--- src/rtl/mips_int_ctrl.sv ---
// External-interrupt controller: per-channel mask/edge-mode, sticky pending, fixed-priority arbitration
// and a request/service handshake to the core. Define MIPS_INT_SYNC_EN to add 2-flop input synchronisers.
module mips_int_ctrl #(
  parameter int unsigned N_IRQ = 8,
  parameter int unsigned IDW   = $clog2(N_IRQ)
) (
  input  logic             i_clk,
  input  logic             i_rst_n,
  input  logic [N_IRQ-1:0] i_irq,
  input  logic             i_glob_en,
  input  logic             i_int_ack,
  input  logic             i_eret,
  input  logic             i_cfg_we,
  input  logic [1:0]       i_cfg_addr,
  input  logic [N_IRQ-1:0] i_cfg_wdata,
  output logic [N_IRQ-1:0] o_cfg_rdata,
  output logic             o_int_req,
  output logic [IDW-1:0]   o_int_id,
  output logic             o_in_service
);

  typedef enum logic [1:0] {
    ST_IDLE    = 2'd0,
    ST_REQ     = 2'd1,
    ST_SERVICE = 2'd2
  } state_e;

  state_e           state_q, state_d;
  logic [N_IRQ-1:0] mask_q, mask_d;
  logic [N_IRQ-1:0] edge_q, edge_d;
  logic [N_IRQ-1:0] pend_q, pend_d;
  logic [N_IRQ-1:0] hist_q;
  logic [N_IRQ-1:0] irq_s;
  logic [N_IRQ-1:0] rise;
  logic [N_IRQ-1:0] w1c;
  logic [N_IRQ-1:0] ack_clr;
  logic [N_IRQ-1:0] eligible;
  logic [IDW-1:0]   id_q, id_d;
  logic [IDW-1:0]   winner;

`ifdef MIPS_INT_SYNC_EN
  logic [N_IRQ-1:0] sync1_q, sync2_q;

  always_ff @(posedge i_clk or negedge i_rst_n) begin
    if (!i_rst_n) begin
      sync1_q <= '0;
      sync2_q <= '0;
    end else begin
      sync1_q <= i_irq;
      sync2_q <= sync1_q;
    end
  end

  assign irq_s = sync2_q;
`else
  assign irq_s = i_irq;
`endif

  // Configuration register writes; PEND writes are write-1-to-clear
  always_comb begin
    mask_d = mask_q;
    edge_d = edge_q;
    w1c    = '0;
    if (i_cfg_we) begin
      case (i_cfg_addr)
        2'd0:    mask_d = i_cfg_wdata;
        2'd1:    edge_d = i_cfg_wdata;
        2'd2:    w1c    = i_cfg_wdata;
        default: ;
      endcase
    end
  end

  // Edge channels: set beats clear. Level channels: follow the synchronised input.
  assign rise     = irq_s & ~hist_q;
  assign ack_clr  = (state_q == ST_REQ && i_int_ack) ? (N_IRQ'(1) << id_q) : '0;
  assign pend_d   = (edge_q & (rise | (pend_q & ~(ack_clr | w1c)))) | (~edge_q & irq_s);
  assign eligible = pend_q & mask_q;

  // Lowest set index wins
  always_comb begin
    winner = '0;
    for (int i = int'(N_IRQ) - 1; i >= 0; i--) begin
      if (eligible[i]) winner = IDW'(i);
    end
  end

  always_ff @(posedge i_clk or negedge i_rst_n) begin
    if (!i_rst_n) begin
      state_q <= ST_IDLE;
      id_q    <= '0;
      mask_q  <= '0;
      edge_q  <= '1;
      pend_q  <= '0;
      hist_q  <= '0;
    end else begin
      state_q <= state_d;
      id_q    <= id_d;
      mask_q  <= mask_d;
      edge_q  <= edge_d;
      pend_q  <= pend_d;
      hist_q  <= irq_s;
    end
  end

  // Request withdraws if the latched channel loses eligibility before acknowledge
  always_comb begin
    state_d = state_q;
    id_d    = id_q;
    case (state_q)
      ST_IDLE: begin
        if (i_glob_en && (|eligible)) begin
          state_d = ST_REQ;
          id_d    = winner;
        end
      end
      ST_REQ: begin
        if (i_int_ack)           state_d = ST_SERVICE;
        else if (!eligible[id_q]) state_d = ST_IDLE;
      end
      ST_SERVICE: begin
        if (i_eret) state_d = ST_IDLE;
      end
      default: state_d = ST_IDLE;
    endcase
  end

  always_comb begin
    o_int_req    = 1'b0;
    o_in_service = 1'b0;
    case (state_q)
      ST_REQ:     o_int_req    = 1'b1;
      ST_SERVICE: o_in_service = 1'b1;
      default: ;
    endcase
  end

  assign o_int_id = id_q;

  always_comb begin
    o_cfg_rdata = '0;
    case (i_cfg_addr)
      2'd0:    o_cfg_rdata = mask_q;
      2'd1:    o_cfg_rdata = edge_q;
      2'd2:    o_cfg_rdata = pend_q;
      default: o_cfg_rdata = '0;
    endcase
  end

endmodule

--- config.mk ---
export PLATFORM = sky130hd
export DESIGN_NAME = mips_int_ctrl
export DESIGN_NICKNAME = d
export VERILOG_FILES = /design/src/rtl/mips_int_ctrl.sv
export SDC_FILE = /design/constraint.sdc
export NUM_CORES = 1
export LEC_CHECK = 0
export ABC_AREA = 1
export BUFFER_PORTS_ARGS = -buffer_cell sky130_fd_sc_hd__buf_4
export CAP_MARGIN = 20
export CORE_MARGIN = 2
export CORE_UTILIZATION = 58
export CTS_CLUSTER_SIZE = 12
export DETAILED_ROUTE_END_ITERATION = 16
export GPL_ROUTABILITY_DRIVEN = 0
export PLACE_DENSITY_LB_ADDON = 0.05
export SYNTH_ARGS = -nofsm -noshare
export SYNTH_HDL_FRONTEND = slang
export SYNTH_SLANG_ARGS = --single-unit
--- constraint.sdc ---
create_clock -name i_clk -period 1.9 [get_ports i_clk]
set_input_delay 0.19 -clock i_clk [delete_from_list [all_inputs] [get_ports i_clk]]
set_output_delay 0.19 -clock i_clk [all_outputs]
set_load 0.01 [all_outputs]
Yosys cells after proc, flatten, opt, wreduce, memory -nomap -nowiden
Index checks and enable logic that the tools add are counted.
- input port bits: 24
- word-level logic and storage cells: 56
- output and inout port bits: 13
- register bits after elaboration: 37
- shifts and indexed selects: 1
- reductions and logical operators: 9
- $lt $le $gt $ge: 1
- bitwise operators: 11
- mux-type cells: 21
- equal/unequal tests: 7
- operators with widths (kind ; count):
    $and A8 B8 Y8 ; 5
    $mux W3 ; 8
    $mux W8 ; 3
    $not A8 Y8 ; 3
    $or A8 B8 Y8 ; 3
    $pmux W8 S3 ; 1
    $mux W2 ; 4
    $reduce_or A8 Y1 ; 1
    $shl A1 B3 Y8 const A ; 1
    $pmux W2 S3 ; 1
    $reduce_and A2 Y1 ; 3
    $eq A2 B1 Y1 const B ; 2
    $eq A2 B2 Y1 const B ; 2
    $logic_not A2 Y1 ; 2
    $lt A3 B4 Y1 const B ; 1
    $ne A2 B2 Y1 const B ; 2
    $bmux W1 S3 ; 1
    $mux W1 ; 3
    $ne A3 B3 Y1 const B ; 1
    $reduce_and A3 Y1 ; 1
    $logic_and A1 B1 Y1 ; 2

Logic depth before layout (Yosys ltp)
- word-level depth: 9
- depth in mapped cells: 10
- depth with buffers taken out: 10

Worst setup path before layout
No wires, ideal clock.
- kind: flip-flop to flip-flop
- start point: register state_q[1]
- end point: register pend_q[4]
- cell stages (with the launch flop): 7
- period minus slack after synthesis: 1.124 ns
- setup slack: 0.776 ns
- library setup time: 0.118 ns
- buffers on the path: 0
- data arrival time: 1.006 ns
- data required time: 1.782 ns
- path through: dfrtp_1 nor2_2 nand2_1 nor2_1 nand2_1 nand4_1 nand2_1
- longest elaborated chain between the ends: 9
- ends and longest elaborated chain (element ; line ; text):
    start, declared ; 28 ; state_e state_q, state_d;
    start signal, assigned ; 97 ; state_q <= state_d;
    $eq A2 B1 Y1 ; 76 ; assign ack_clr = (state_q == ST_REQ && i_int_ack) ? (N_IRQ'(1) << id_q) : '0;
    $logic_and A1 B1 Y1 ; 76 ;
    $mux W8 ; 76 ;
    $or A8 B8 Y8 ; 77 ; assign pend_d = (edge_q & (rise | (pend_q & ~(ack_clr | w1c)))) | (~edge_q & irq_s);
    $not A8 Y8 ; 77 ;
    $and A8 B8 Y8 ; 77 ;
    $or A8 B8 Y8 ; 77 ;
    $and A8 B8 Y8 ; 77 ;
    $or A8 B8 Y8 ; 77 ;
    named net pend_d[4] ; 31 ; logic [N_IRQ-1:0] pend_q, pend_d;
    end signal, assigned ; 101 ; pend_q <= pend_d;
    end, declared ; 31 ;
The timed path passes the listed nets, and every way through them passes these cells.
A chain may end at the register's enable or synchronous reset.

Final worst setup path
- start point: register edge_q[3]
- end point: output o_cfg_rdata[3]
- longest elaborated chain between the ends: 1
- ends and longest elaborated chain (element ; line ; text):
    start, declared ; 30 ; logic [N_IRQ-1:0] edge_q, edge_d;
    start signal, assigned ; 100 ; edge_q <= edge_d;
    $pmux W8 S3 ; 142 ; case (i_cfg_addr)
    end, declared ; 16 ; output logic [N_IRQ-1:0] o_cfg_rdata,
Every way passes these cells.

==> reports/results.md <==
| Group | Quantity | This run |
| --- | --- | --- |
| pwr | Power per standard cell area | 993 nW/µm² |
| synth | Netlist area before placement | 1850 µm² |
| worst setup path | Critical-path top delay cell | sky130_fd_sc_hd__dfstp_2 |
| worst setup path | Critical path startpoint category | register |
| worst setup path | Kind of critical path | register to output port |
| routing | Number of vias after detailed routing | 1707 |
| worst setup path | Critical path cell sequence | nand2_1, nand3_1, buf_4 |
| synth | Netlist cell types | 22 |
| timing | Max Clock Freq | 725 MHz |
| hold path | Path class of the lowest-slack min-delay path | primary input to register |
| synth | Cell count after synthesis | 235 |
| cts | Number of H-tree levels | 2 |
| placement | Number of input and output port buffers inserted | 36 |
| routing | Wire length reported by the detailed router | 4150 µm |
| synth | Biggest area contributors in the synthesized netlist | sky130_fd_sc_hd__dfrtp_1 (39%), sky130_fd_sc_hd__nand2_1 (21%), sky130_fd_sc_hd__dfstp_2 (11%), sky130_fd_sc_hd__nand3_1 (4.6%), sky130_fd_sc_hd__o21ai_2 (3.8%) |
| pwr | Lkg Pwr | 1.18 nW |
| synth | Sequential fraction of the synthesis area | 50.5% |
| finish | Final-stage net count | 307 |
| routing | Antenna viol nets, final | 0 |
| placement | Worst setup timing slack at the placement stage | 0.630 ns |
| job | Maximum capacitance violations | 0 |
| timing | Final-report max-slew violation count | 0 |
| outcome | Run status | complete, no violations |
| worst setup path | Worst setup EP type | output port |
| cts | CTS Sinks | 37 |
| worst setup path | Critical Path AT | 1.19 ns |
| global route | Number of antenna violations at the first check in global routing | 0 |
| routing | Violation count after the first detailed-routing iteration | 86 |
| die | Floorplan die area | 3660 µm² |
| finish | Fraction of layout cells with a size suffix above 1 | 23.9% |
| worst setup path | WP buf/inv | 1 |
| cts | Clock-pin slew reported for the worst setup and hold paths after clock tree synthesis | 0.12 ns |
| timing | Crit path time final | 1.38 ns |
| placement | Number of cells in the design after placement | 311 |
| synth | Syn Nets | 259 |
| routing | Via density | 5.20 |
| cts | TritonCTS clock tree | yes |
| worst setup path | Critical path peak fanout | 4 |
| worst setup path | Delay of the slowest critical-path stage | 0.58 ns |
| synth | Synth Area per Inst | 7.89 µm² |
| finish | Diodes inserted | 0 |
| finish | Synth-to-layout area growth | 24.4% |
| worst setup path | Required time reported for the critical path endpoint | 1.71 ns |
| timing | # setup viols final | 0 |
| global route | Pin count of the biggest net entering global routing | 38 |
| timing | Hold Vio Cnt, Final | 0 |
| global route | Overall global routing resource usage | 25.7% |
| worst setup path | Largest delay share family, worst path | flip-flops |
| routing | Mean routed wirelength per cell | 12.6 µm |
| timing | Setup clock skew after layout | 0.0221 ns |
| synth | Fraction of synthesized cell area taken by the top area cell type | 39.2% |
| placement | Detail Placement HPWL | 2950 µm |
| timing | Setup TNS | 0 ns |
| die | Die H | 60.5 µm |
| cts | Number of clock buffers inserted by TritonCTS | 5 |
| die | Initial cell density of the core | 60.7% |
| timing | Share of the clock period used by the worst path after layout | 72.6% |
| die | Total number of placement rows | 20 |
| cts | Gates resized, CTS repair | 0 |
| cts | Worst-Skew Late Latency | 0.35 ns |
| routing | DRT Pass-1 Iters | 4 |
| die | Die width | 60.5 µm |
| synth | Number of synthesized register bits | 37 |
| timing | Worst Max-Slew Pin Slew | 0.460 ns |
| cts | Library cell used as clock root buffer | sky130_fd_sc_hd__clkbuf_4 |
| finish | Number of inserted filler cells in the final layout | 246 |
| pwr | Peak supply drop | 0.000571 V |
| routing | DRC violation count after routing | 0 |
| global route | Global-route wire length before repair | 6900 µm |
| timing | Max-Slew Margin vs Limit | 69.3% |
| global route | Total global routing overflow | 0 |
| timing | RSZ-0062 raised after global routing | no |
| finish | Final instance count without filler cells | 328 |
| global route | Via count of the first global-routing pass | 1530 |
| cts | Buffer depth of the longest clock path | 2 |
| synth | Largest area contributor in the synthesized netlist | sky130_fd_sc_hd__dfrtp_1 |
| die | Area of the core | 3050 µm² |
| synth | Warnings from Yosys | 0 |
| timing | Worst Setup Slack, final | 0.521 ns |
| die | I/O pins | 37 |
[cells in the final DEF (no fill, tap or decap), types with 2 or more instances in the layout]
cell type                       instances
sky130_fd_sc_hd__clkbuf_4               5
sky130_fd_sc_hd__nand2_4                2
sky130_fd_sc_hd__o21ai_1                8
sky130_fd_sc_hd__o21ai_0                3
sky130_fd_sc_hd__buf_4                 36
sky130_fd_sc_hd__nor2_1                12
sky130_fd_sc_hd__nor2_4                 2
sky130_fd_sc_hd__dlygate4sd3_1          9
sky130_fd_sc_hd__dfstp_2                8
sky130_fd_sc_hd__nand4_1                9
sky130_fd_sc_hd__nand2_1              106
sky130_fd_sc_hd__inv_1                 15
sky130_fd_sc_hd__nand2_2                2
sky130_fd_sc_hd__dfrtp_1               29
sky130_fd_sc_hd__inv_2                  2
sky130_fd_sc_hd__o21ai_2                8
sky130_fd_sc_hd__a21oi_1                3
sky130_fd_sc_hd__nand3_1               17
[synth_stat cells]
master / count
sky130_fd_sc_hd__and3_1: 1
sky130_fd_sc_hd__buf_2: 1
sky130_fd_sc_hd__inv_1: 15
sky130_fd_sc_hd__nor3_1: 1
sky130_fd_sc_hd__nand2_2: 2
sky130_fd_sc_hd__o31ai_1: 1
sky130_fd_sc_hd__nor2_4: 2
sky130_fd_sc_hd__a21oi_1: 3
sky130_fd_sc_hd__o21ai_2: 8
sky130_fd_sc_hd__dfstp_2: 8
sky130_fd_sc_hd__dfrtp_1: 29
sky130_fd_sc_hd__nand2_4: 2
sky130_fd_sc_hd__nand3_1: 17
sky130_fd_sc_hd__nand2_1: 106
sky130_fd_sc_hd__o21bai_1: 1
sky130_fd_sc_hd__nor2_2: 1
sky130_fd_sc_hd__nand4_1: 9
sky130_fd_sc_hd__o21ai_0: 3
sky130_fd_sc_hd__inv_2: 2
sky130_fd_sc_hd__o21ai_1: 8
sky130_fd_sc_hd__nor2_1: 12
sky130_fd_sc_hd__buf_6: 3
[report_power, final]
group | leakage (nW) | switching, W | internal [W]
clock | 0.0422 | 0.000246 | 0.000276
combinational | 0.703 | 0.000397 | 0.000295
sequential | 0.435 | 0.000135 | 0.000940
total | 1.18 | 0.000778 | 0.00151
[timing repair]
| item | CTS | global route |
|---|---|---|
| setup buffers | 0 | 0 |
| hold endpoints to repair | 37 | 0 |
| hold buffers | 9 | 0 |
[cell type report]
class	count	area [µm²]	area share (%)
tap	44	55.1	2.39
clock buffer	6	41.3	1.79
clock inverter	2	35.0	1.52
inverter	17	63.8	2.77
timing repair buffer	45	360	15.6
sequential	37	936	40.6
multi-input combinational	177	815	35.3
[worst paths after layout]
kind                                        from                 endpoint  slack, ns  depth (start not counted)
max                        edge_q[3]$_DFFE_PN1P_           o_cfg_rdata[3]       0.52                          3
max in group asynchronous                i_rst_n    edge_q[6]$_DFFE_PN1P_       1.20                          2
min in group asynchronous                i_rst_n    mask_q[5]$_DFFE_PN0P_       0.32                          2
min reg2reg                edge_q[6]$_DFFE_PN1P_    edge_q[6]$_DFFE_PN1P_       0.50                          2
min                                       i_eret   state_q[1]$_DFFE_PN0P_       0.03                          2
max reg2reg                mask_q[1]$_DFFE_PN0P_  o_int_id[0]$_DFFE_PN0P_       0.55                          8
[stage by stage]
stage	hold slack (ns)	total power (W)	util, %	cell area, µm²
global route	0.0267	0.00245	75.5	2310
finish	0.0337	0.00229	75.5	2310
CTS	0.0272	0.00230	75.5	2310
detailed placement	0.175	0.00176	70.1	2140
floorplan	-0.106	0.00149	-	1850
global placement	0.173	0.00174	70.1	2140
[registers in the layout, indices dropped and copies added (netlist names)]
register / cells
edge_q: 8
hist_q: 8
mask_q: 8
o_int_id: 3
pend_q: 8
state_q: 2
[worst reg2reg max path: stages, from the launching register on]
cell	delay, ns
sky130_fd_sc_hd__dfrtp_1	0.43
sky130_fd_sc_hd__nand2_1	0.15
sky130_fd_sc_hd__nand2_1	0.09
sky130_fd_sc_hd__nor2_1	0.16
sky130_fd_sc_hd__nand2_1	0.08
sky130_fd_sc_hd__nand3_1	0.18
sky130_fd_sc_hd__nor2_1	0.06
sky130_fd_sc_hd__nand2_1	0.06
sky130_fd_sc_hd__nand2_1	0.04
[per-layer routing]
| layer | vias up | part of all wire [%] | track usage [%] | wire, µm |
|---|---|---|---|---|
| met3 | 8 | 6.2 | 7.68 | 256 |
| met5 | - | 0 | 0 | 0 |
| met4 | 0 | 1.2 | 5.59 | 49 |
| met2 | 61 | 49 | 42.1 | 2030 |
| met1 | 782 | 44 | 34.3 | 1810 |
| li1 | 856 | - | - | - |
[cells by family (layout without fill, tap and decap cells)]
logic type,count (synthesis),in the layout,share of synthesized area (%)
DFF,37,37,50.5
buffers and inverters,21,70,5.54
AOI/OAI and AO/OA,24,24,8.37
and+or+nand+nor,153,153,35.6
Note: power is estimated with default switching activity, not from simulation.
